==> src/rtl/butterfly_pair_serializer_pkg.sv <==
// Shared constants for the FFT butterfly pair serializer: widths, beat codes
// and FSM state encodings.
package butterfly_pair_serializer_pkg;

  localparam int DEFAULT_DATA_WIDTH = 32;
  localparam int DEFAULT_N_POINTS   = 32;

  localparam logic [1:0] BEAT_A_RE = 2'd0;
  localparam logic [1:0] BEAT_B_RE = 2'd1;
  localparam logic [1:0] BEAT_A_IM = 2'd2;
  localparam logic [1:0] BEAT_B_IM = 2'd3;

  localparam logic [1:0] ST_LOAD_A = 2'd0;
  localparam logic [1:0] ST_LOAD_B = 2'd1;
  localparam logic [1:0] ST_EMIT   = 2'd2;

  function automatic int pairs_of(input int n_points);
    return n_points / 2;
  endfunction

endpackage

==> src/rtl/butterfly_pair_serializer_if.sv <==
// Sample-in / word-out handshake bundle of the butterfly pair serializer.
interface butterfly_pair_serializer_if
  import butterfly_pair_serializer_pkg::*;
#(
  parameter int DATA_WIDTH = DEFAULT_DATA_WIDTH,
  parameter int N_POINTS   = DEFAULT_N_POINTS
) ();

  localparam int PAIRS = pairs_of(N_POINTS);
  localparam int IDX_W = $clog2(PAIRS);

  logic                  flush;
  logic [DATA_WIDTH-1:0] in_real;
  logic [DATA_WIDTH-1:0] in_imag;
  logic                  in_valid;
  logic                  in_ready;
  logic [DATA_WIDTH-1:0] out_word;
  logic [1:0]            out_beat;
  logic                  out_valid;
  logic                  out_ready;
  logic                  out_last;
  logic [IDX_W-1:0]      pair_idx;

  modport master (
    output flush, in_real, in_imag, in_valid, out_ready,
    input  in_ready, out_word, out_beat, out_valid, out_last, pair_idx
  );

  modport slave (
    input  flush, in_real, in_imag, in_valid, out_ready,
    output in_ready, out_word, out_beat, out_valid, out_last, pair_idx
  );

endinterface

==> src/rtl/butterfly_pair_serializer_pair_word_mux.sv <==
// 4:1 word select feeding the serialized output, indexed by the beat code.
module butterfly_pair_serializer_pair_word_mux
  import butterfly_pair_serializer_pkg::*;
#(
  parameter int DATA_WIDTH = DEFAULT_DATA_WIDTH
) (
  input  logic [DATA_WIDTH-1:0] a_re,
  input  logic [DATA_WIDTH-1:0] b_re,
  input  logic [DATA_WIDTH-1:0] a_im,
  input  logic [DATA_WIDTH-1:0] b_im,
  input  logic [1:0]            beat,
  output logic [DATA_WIDTH-1:0] word
);

  always_comb begin
    word = a_re;
    case (beat)
      BEAT_B_RE: word = b_re;
      BEAT_A_IM: word = a_im;
      BEAT_B_IM: word = b_im;
      default:   word = a_re;
    endcase
  end

endmodule

==> src/rtl/butterfly_pair_serializer.sv <==
// Pairs consecutive complex samples and emits each pair as A_re, B_re, A_im,
// B_im with a beat code, pair index and end-of-frame flag.
module butterfly_pair_serializer
  import butterfly_pair_serializer_pkg::*;
#(
  parameter int DATA_WIDTH = DEFAULT_DATA_WIDTH,
  parameter int N_POINTS   = DEFAULT_N_POINTS
) (
  input logic                        clk,
  input logic                        rst,
  butterfly_pair_serializer_if.slave bus
);

  localparam int PAIRS = pairs_of(N_POINTS);
  localparam int IDX_W = $clog2(PAIRS);
  localparam logic [IDX_W-1:0] LAST_PAIR = IDX_W'(PAIRS - 1);

  logic [1:0]            state_reg, state_next;
  logic [1:0]            beat_reg, beat_next;
  logic [IDX_W-1:0]      pair_reg, pair_next;
  logic [DATA_WIDTH-1:0] a_re_reg, a_re_next, a_im_reg, a_im_next;
  logic [DATA_WIDTH-1:0] b_re_reg, b_re_next, b_im_reg, b_im_next;
  logic                  in_ready_reg, out_valid_reg, out_last_reg;
  logic                  in_fire, out_fire;

  assign in_fire  = bus.in_valid && in_ready_reg;
  assign out_fire = out_valid_reg && bus.out_ready;

  always_comb begin
    state_next = state_reg;
    beat_next  = beat_reg;
    pair_next  = pair_reg;
    a_re_next  = a_re_reg;
    a_im_next  = a_im_reg;
    b_re_next  = b_re_reg;
    b_im_next  = b_im_reg;
    case (state_reg)
      ST_LOAD_A: if (in_fire) begin
        a_re_next  = bus.in_real;
        a_im_next  = bus.in_imag;
        state_next = ST_LOAD_B;
      end
      ST_LOAD_B: if (in_fire) begin
        b_re_next  = bus.in_real;
        b_im_next  = bus.in_imag;
        beat_next  = BEAT_A_RE;
        state_next = ST_EMIT;
      end
      ST_EMIT: if (out_fire) begin
        if (beat_reg == BEAT_B_IM) begin
          beat_next  = BEAT_A_RE;
          pair_next  = (pair_reg == LAST_PAIR) ? '0 : pair_reg + IDX_W'(1);
          state_next = ST_LOAD_A;
        end else begin
          beat_next = beat_reg + 2'd1;
        end
      end
      default: state_next = ST_LOAD_A;
    endcase
    // Flush wins over both handshakes; the held A/B are left as they were.
    if (bus.flush) begin
      state_next = ST_LOAD_A;
      beat_next  = BEAT_A_RE;
      pair_next  = '0;
      a_re_next  = a_re_reg;
      a_im_next  = a_im_reg;
      b_re_next  = b_re_reg;
      b_im_next  = b_im_reg;
    end
  end

  always_ff @(posedge clk or posedge rst) begin
    if (rst) begin
      state_reg     <= ST_LOAD_A;
      beat_reg      <= BEAT_A_RE;
      pair_reg      <= '0;
      a_re_reg      <= '0;
      a_im_reg      <= '0;
      b_re_reg      <= '0;
      b_im_reg      <= '0;
      in_ready_reg  <= 1'b0;
      out_valid_reg <= 1'b0;
      out_last_reg  <= 1'b0;
    end else begin
      state_reg     <= state_next;
      beat_reg      <= beat_next;
      pair_reg      <= pair_next;
      a_re_reg      <= a_re_next;
      a_im_reg      <= a_im_next;
      b_re_reg      <= b_re_next;
      b_im_reg      <= b_im_next;
      // Handshake flags are precomputed from the next state so they are
      // registered yet aligned with the state they describe.
      in_ready_reg  <= (state_next != ST_EMIT);
      out_valid_reg <= (state_next == ST_EMIT);
      out_last_reg  <= (state_next == ST_EMIT) && (beat_next == BEAT_B_IM)
                       && (pair_next == LAST_PAIR);
    end
  end

  butterfly_pair_serializer_pair_word_mux #(
    .DATA_WIDTH(DATA_WIDTH)
  ) u_word_mux (
    .a_re (a_re_reg),
    .b_re (b_re_reg),
    .a_im (a_im_reg),
    .b_im (b_im_reg),
    .beat (beat_reg),
    .word (bus.out_word)
  );

  assign bus.in_ready  = in_ready_reg;
  assign bus.out_valid = out_valid_reg;
  assign bus.out_beat  = beat_reg;
  assign bus.out_last  = out_last_reg;
  assign bus.pair_idx  = pair_reg;

endmodule

==> src/flat_wrapper.sv <==
// flat-port wrapper written by rule: the top's interface ports become plain ports
module butterfly_pair_serializer_flat import butterfly_pair_serializer_pkg::*;
#(
  parameter int DATA_WIDTH = DEFAULT_DATA_WIDTH,
  parameter int N_POINTS   = DEFAULT_N_POINTS
)
  (clk, rst, bus_flush, bus_in_real, bus_in_imag, bus_in_valid, bus_out_ready, bus_in_ready, bus_out_word, bus_out_beat, bus_out_valid, bus_out_last, bus_pair_idx);
  butterfly_pair_serializer_if #(.DATA_WIDTH(DATA_WIDTH), .N_POINTS(N_POINTS)) bus_i ();
  input logic clk;
  input logic rst;
  input wire logic [$bits(bus_i.flush)-1:0] bus_flush;
  input wire logic [$bits(bus_i.in_real)-1:0] bus_in_real;
  input wire logic [$bits(bus_i.in_imag)-1:0] bus_in_imag;
  input wire logic [$bits(bus_i.in_valid)-1:0] bus_in_valid;
  input wire logic [$bits(bus_i.out_ready)-1:0] bus_out_ready;
  output wire logic [$bits(bus_i.in_ready)-1:0] bus_in_ready;
  output wire logic [$bits(bus_i.out_word)-1:0] bus_out_word;
  output wire logic [$bits(bus_i.out_beat)-1:0] bus_out_beat;
  output wire logic [$bits(bus_i.out_valid)-1:0] bus_out_valid;
  output wire logic [$bits(bus_i.out_last)-1:0] bus_out_last;
  output wire logic [$bits(bus_i.pair_idx)-1:0] bus_pair_idx;
  assign bus_i.flush = bus_flush;
  assign bus_i.in_real = bus_in_real;
  assign bus_i.in_imag = bus_in_imag;
  assign bus_i.in_valid = bus_in_valid;
  assign bus_i.out_ready = bus_out_ready;
  assign bus_in_ready = bus_i.in_ready;
  assign bus_out_word = bus_i.out_word;
  assign bus_out_beat = bus_i.out_beat;
  assign bus_out_valid = bus_i.out_valid;
  assign bus_out_last = bus_i.out_last;
  assign bus_pair_idx = bus_i.pair_idx;
  butterfly_pair_serializer #(.DATA_WIDTH(DATA_WIDTH), .N_POINTS(N_POINTS)) u_core (.clk(clk), .rst(rst), .bus(bus_i));
endmodule
==> config.mk <==
export PLATFORM = sky130hd
export DESIGN_NAME = butterfly_pair_serializer_flat
export DESIGN_NICKNAME = d
export VERILOG_FILES = /design/src/rtl/butterfly_pair_serializer_pkg.sv /design/src/rtl/butterfly_pair_serializer_if.sv /design/src/rtl/butterfly_pair_serializer_pair_word_mux.sv /design/src/rtl/butterfly_pair_serializer.sv /design/src/flat_wrapper.sv
export SDC_FILE = /design/constraint.sdc
export NUM_CORES = 1
export LEC_CHECK = 0
export ABC_CLOCK_PERIOD_IN_PS = 3900
export BUFFER_PORTS_ARGS = -buffer_cell sky130_fd_sc_hd__buf_2
export CAP_MARGIN = 20
export CORE_MARGIN = 4
export CORE_UTILIZATION = 51
export CTS_CLUSTER_SIZE = 8
export DETAILED_ROUTE_END_ITERATION = 12
export PLACE_DENSITY = 0.78
export SYNTH_ARGS = -nofsm -noshare
export SYNTH_HDL_FRONTEND = slang
export SYNTH_SLANG_ARGS = --single-unit
==> constraint.sdc <==
create_clock -name clk -period 3.9 [get_ports clk]
set_clock_uncertainty 0.15 [all_clocks]
set_input_delay 0.39 -clock clk [delete_from_list [all_inputs] [get_ports clk]]
set_output_delay 0.39 -clock clk [all_outputs]
set_load 0.01 [all_outputs]
# == Yosys cells after proc, flatten, opt, wreduce, memory -nomap -nowiden ==
# Index checks and enable logic that the tools add are counted.
# word_totals
regBits,139
latch_bits,0
ramBits,0
rom_bits,0
out_inout_bits,41
mem_count,0
# classes
addsub,2
mul,0
div_mod_pow,0
order_cmp,0
n_eq_ne,10
shifts,0
muxes,17
bitwise,1
reduce_logical,7
# op_table
cell,n
32-bit one-hot mux with 3 select lines,1
4-bit 2-to-1 mux,5
2-bit 2-to-1 mux,9
2-bit equality test (second input constant),5
4-bit equality test (second input constant),2
2-bit one-hot mux with 3 select lines,1
3-bit AND reduction,2
4-bit by 1-bit adder with 4-bit output (second input constant),1
2-bit by 1-bit equality test with 1-bit output (second input constant),2
1-bit logical AND,4
2-bit one-hot mux with 2 select lines,1
2-bit by 1-bit adder with 2-bit output (second input constant),1
2-bit zero test,1
2-bit != test (second input constant),1
1-bit inverter,1

# == Depth between registers and ports, before layout ==
# depth
word_depth,8
ltp_mapped,6
ltp_nobuf,6

# == By module ==
# Synthesis repeated with hierarchy kept, for this count alone.
# hier_totals
cells_unflattened,378
hier_area_um2,6276.0
# by_module_without_submodules
module,n_inst,cells_per_inst,area_per_inst_um2
butterfly_pair_serializer,1,339,5461.5
butterfly_pair_serializer_pair_word_mux,1,39,814.5

# == Worst setup path before layout ==
# Ideal clock, no wire load.
# synth_path
path_type,register to output
start,"reg u_core.beat_reg[1], in the netlist u_core.bus.out_beat[1]"
end,out bus_out_word[13]
arrival_ps,1674
setup_slack_ps,1686
stages_incl_launch_ff,6
path_buffers,2
cell_sequence,dfrtp_1 > inv_1 > ha_1 > clkbuf_1 > clkbuf_1 > mux2i_1
# synth_between
elab_chain_cells,2
elab_cells_between_ends,4
# synth_lines
item,line_no,rtl
"start, declared",butterfly_pair_serializer.sv:19,"logic [1:0] beat_reg, beat_next;"
"start signal, assigned",butterfly_pair_serializer.sv:86,beat_reg <= beat_next;
2-bit equality test or 2-bit by 1-bit equality test with 1-bit output (tied branches),butterfly_pair_serializer_pair_word_mux.sv:17,case (beat)
32-bit one-hot mux with 3 select lines *,butterfly_pair_serializer_pair_word_mux.sv:17,
"end, declared",flat_wrapper.sv:17,output wire logic [$bits(bus_i.out_word)-1:0] bus_out_word;
# Every way passes the cells marked *; elsewhere a longest branch is shown, timed or not.

# == Final worst setup path ==
# layout_path
start,"reg u_core.beat_reg[1], in the netlist u_core.bus.out_beat[1]"
end,out bus_out_word[27]
# The elaborated chain is that of the path after synthesis.

==> impl_results.md <==
* Max Cap Violations at 0
* Synth area leader: dfrtp_1
* Syn Nets at 539
* Seq/Total Area, Yosys at 55.2%
* DR pass1 iterations at 7
* Synthesis-to-finish area growth at 21.3%
* H-tree depth at 4
* Vias per inst at 5.69
* Fmax at 318 MHz
* Clk_lat worst skew at 0.41 ns
* Slowest-stage cell, CP: ha_1
* Final Instance Area at 7640 sq um
* Share of layout cells above drive strength 1 at 48.8%
* Leak Pwr at 3.74 nW
* Final ANT Viol Nets at 0
* Die X at 119 microns
* Minimum clock period at 3.14 ns
* Drt wl/cell at 18.4 microns
* Crit path buf inv count at 2
* IO Port Bufs at 109
* RD Place Congestion at 0.860
* Remaining global-route overflow at 0
* Main area contributors after synthesis: dfrtp_1 (55%), mux2_2 (23%), a222oi_1 (5.1%)
* Synth cell types at 37
* CTS Buf Count at 17
* #FFs+latches synth at 139
* Reg power frac at 46.9%
* DIE AREA at 14200 sq um
* Nets at 652
* Clock Pin Slew Worst Setup and Hold Paths at 0.05 ns
* I/O Pins at 110
* TNS Setup at 0 ns
* Post-DP HPWL at 8.88 mm
* Clk buf depth at 2
* Crit Path Class: flop to output port
* VDD IR max at 0.000332 V
* Share of the synthesized area in the top cell type at 55.2%
* FFs w/ async S/R, synth at 100%
* Synth Flop Type: dfrtp_1
* CTS tree: done
* Max_slew headroom at 31.6%
* Yosys warns at 0
* Switching Share at 26.0%
* Number of setup buffers added after CTS at 0
* Status: finished, final reports clean
* Largest net degree at the start of global routing at 72
* HP Class: input port to flop
* Die Span Y at 119 microns
* Dpl cell area at 7030 sq um
* Sink Count at 139
* Startpoint types: flop
* Clk pwr share at 33.0%
* EDFF count, synth at 0
* Critical path, cell by cell: ha_1, buf_4, a222oi_1, mux2i_1, buf_2
* Initial antenna violation count at 1
* Core area at 12100 sq um
* Slew Limit Fails at 0
* Least-Margin Pin Slew at 1.03 ns
* Power per cell area at 634 nW/um^2
* GRT Total Usage at 20.6%
* Placement row count at 40
* Int Power at 3.59 mW
* Fin. Hold Viols at 0
* Synthesized area at 6300 sq um
* Unrepaired setup endpoints after global routing: false
* Worst-path fanout max at 21
* First-pass GRT wire length at 23.0 mm
* CP top delay family: adder cells
* # diodes at 0
* Syn Inst Count at 461
* Starting DRT DRC Count at 425
* Combinational group share of total power at 20.1%
* Starting Density at 52.2%
* Drt total wl at 13.9 mm
* Avg Inst Size Synth at 13.7 sq um
* Vias in the first global route at 4600
* Root Buffer: clkbuf_16
* Worst EP required at 3.36 ns
* CP max stage delay at 0.87 ns
* Final setup viols at 0
* Fillers at 937
* Period utilisation layout at 80.6%
* CP Data Arrival Time at 2.60 ns
* Crit path capture type: output port
* Reported net switching power at 1.26 mW
* Routed vias at 4287
* DRC errors left at 0
==> final timing paths <==
| check | endpoint | slack [ns] | cells after the start | start |
|---|---|---|---|---|
| setup / recovery | bus_out_word[27] | 0.76 | 5 | u_core.bus.out_beat[1]$_DFF_PP0_ |
| hold / removal | u_core.a_re_reg[18]$_DFFE_PP0P_ | 0.07 | 2 | bus_in_real[18] |
| setup reg to reg | u_core.bus.out_last$_DFF_PP0_ | 1.26 | 5 | u_core.bus.out_beat[1]$_DFF_PP0_ |
| hold reg to reg | u_core.a_re_reg[25]$_DFFE_PP0P_ | 0.35 | 1 | u_core.a_re_reg[25]$_DFFE_PP0P_ |
| max in group asynchronous | u_core.a_im_reg[22]$_DFFE_PP0P_ | 2.31 | 5 | rst |
| min in group asynchronous | u_core.b_re_reg[19]$_DFFE_PP0P_ | 0.37 | 3 | rst |
==> metal layers <==
layer  share of wire (%)  global-route usage [%]  wire (microns)  vias up
met2                  51                    34.1            7100      123
met5               0.094                       0              13        -
met4                 1.3                    8.04             187        2
li1                    -                       -               -     1923
met1                  43                    25.0            5930     2221
met3                 4.8                    6.60             667       18
==> power by group through the flow <==
stage / clock (mW) / sequential (mW) / combinational, mW
floorplan: 0 / 2.18 / 0.728
global placement: 0 / 2.24 / 0.930
detailed placement: 0 / 2.28 / 0.978
CTS: 1.63 / 2.26 / 0.986
global route: 1.70 / 2.33 / 1.07
finish: 1.60 / 2.27 / 0.973
==> Yosys cell counts (2+ instances only) <==
cell type,instances
a21oi_1,7
a222oi_1,32
clkbuf_1,12
mux2i_1,32
or3_1,3
dfrtp_1,139
ha_1,9
nand2_1,10
o21ai_0,2
nor2_1,4
inv_1,42
mux2_2,128
o211ai_1,2
a31oi_1,2
nand3_1,2
buf_2,14
==> worst register-to-register path: stages, from the launching register on <==
cell and delay (ns):
dfrtp_1 0.41, ha_1 0.87, nand3_1 0.26, a211oi_1 0.30, o211ai_1 0.16, a2111oi_2 0.38
==> per-stage QoR <==
step	power [mW]	instances	setup slack (ns)	hold slack (ns)	util (%)
detailed placement	3.25	721	1.28	0.343	58.3
finish	4.85	754	0.755	0.0677	63.4
floorplan	2.91	461	1.62	0.328	-
CTS	4.87	752	0.782	0.0523	63.1
global placement	3.17	721	1.29	0.335	58.3
global route	5.10	754	0.629	0.0475	63.4
==> cells in the final DEF, fill, tap and decap left out, types with 2 or more instances in the layout <==
| cell type | Yosys | routed |
|---|---|---|
| clkinv_2 | 0 | 4 |
| a31oi_1 | 2 | 2 |
| nand2_2 | 0 | 2 |
| o211ai_1 | 2 | 2 |
| inv_1 | 42 | 41 |
| buf_2 | 14 | 109 |
| dfrtp_1 | 139 | 139 |
| clkbuf_16 | 0 | 17 |
| nor2_1 | 4 | 4 |
| or3_1 | 3 | 3 |
| clkbuf_8 | 0 | 2 |
| clkbuf_1 | 12 | 4 |
| mux2_2 | 128 | 128 |
| o21ai_0 | 2 | 2 |
| buf_4 | 0 | 9 |
| bufinv_16 | 0 | 3 |
| nand3_1 | 2 | 2 |
| a222oi_1 | 32 | 32 |
| a21oi_1 | 7 | 7 |
| nand2_1 | 10 | 8 |
| buf_12 | 0 | 2 |
| ha_1 | 9 | 8 |
| clkinvlp_4 | 0 | 2 |
| mux2i_1 | 32 | 32 |
==> cell families after synthesis <==
logic type / count (synthesis) / share of synthesized area [%]
adder cells (fa/ha/maj): 9 / 1.79
flip-flops: 139 / 55.2
multiplexers: 160 / 28.0
buffers and inverters: 69 / 4.51
AND/OR/NAND/NOR: 27 / 2.36
AO/OA/AOI/OAI: 57 / 8.18
==> final cells by class <==
| type | instances | area (sq um) | area share (%) |
|---|---|---|---|
| Multi-Input combinational cell | 253 | 2550 | 33.3 |
| Tap cell | 168 | 210 | 2.75 |
| Timing Repair Buffer | 121 | 663 | 8.67 |
| Inverter | 42 | 161 | 2.11 |
| Sequential cell | 139 | 3480 | 45.5 |
| Clock inverter | 8 | 118 | 1.54 |
| Clock buffer | 23 | 468 | 6.12 |
==> timing repair <==
item / CTS / global route
hold endpoints to repair: 0 / 15
gates resized for setup: 0 / 0
hold buffers: 0 / 1
Power figures use the tool's default switching activity.
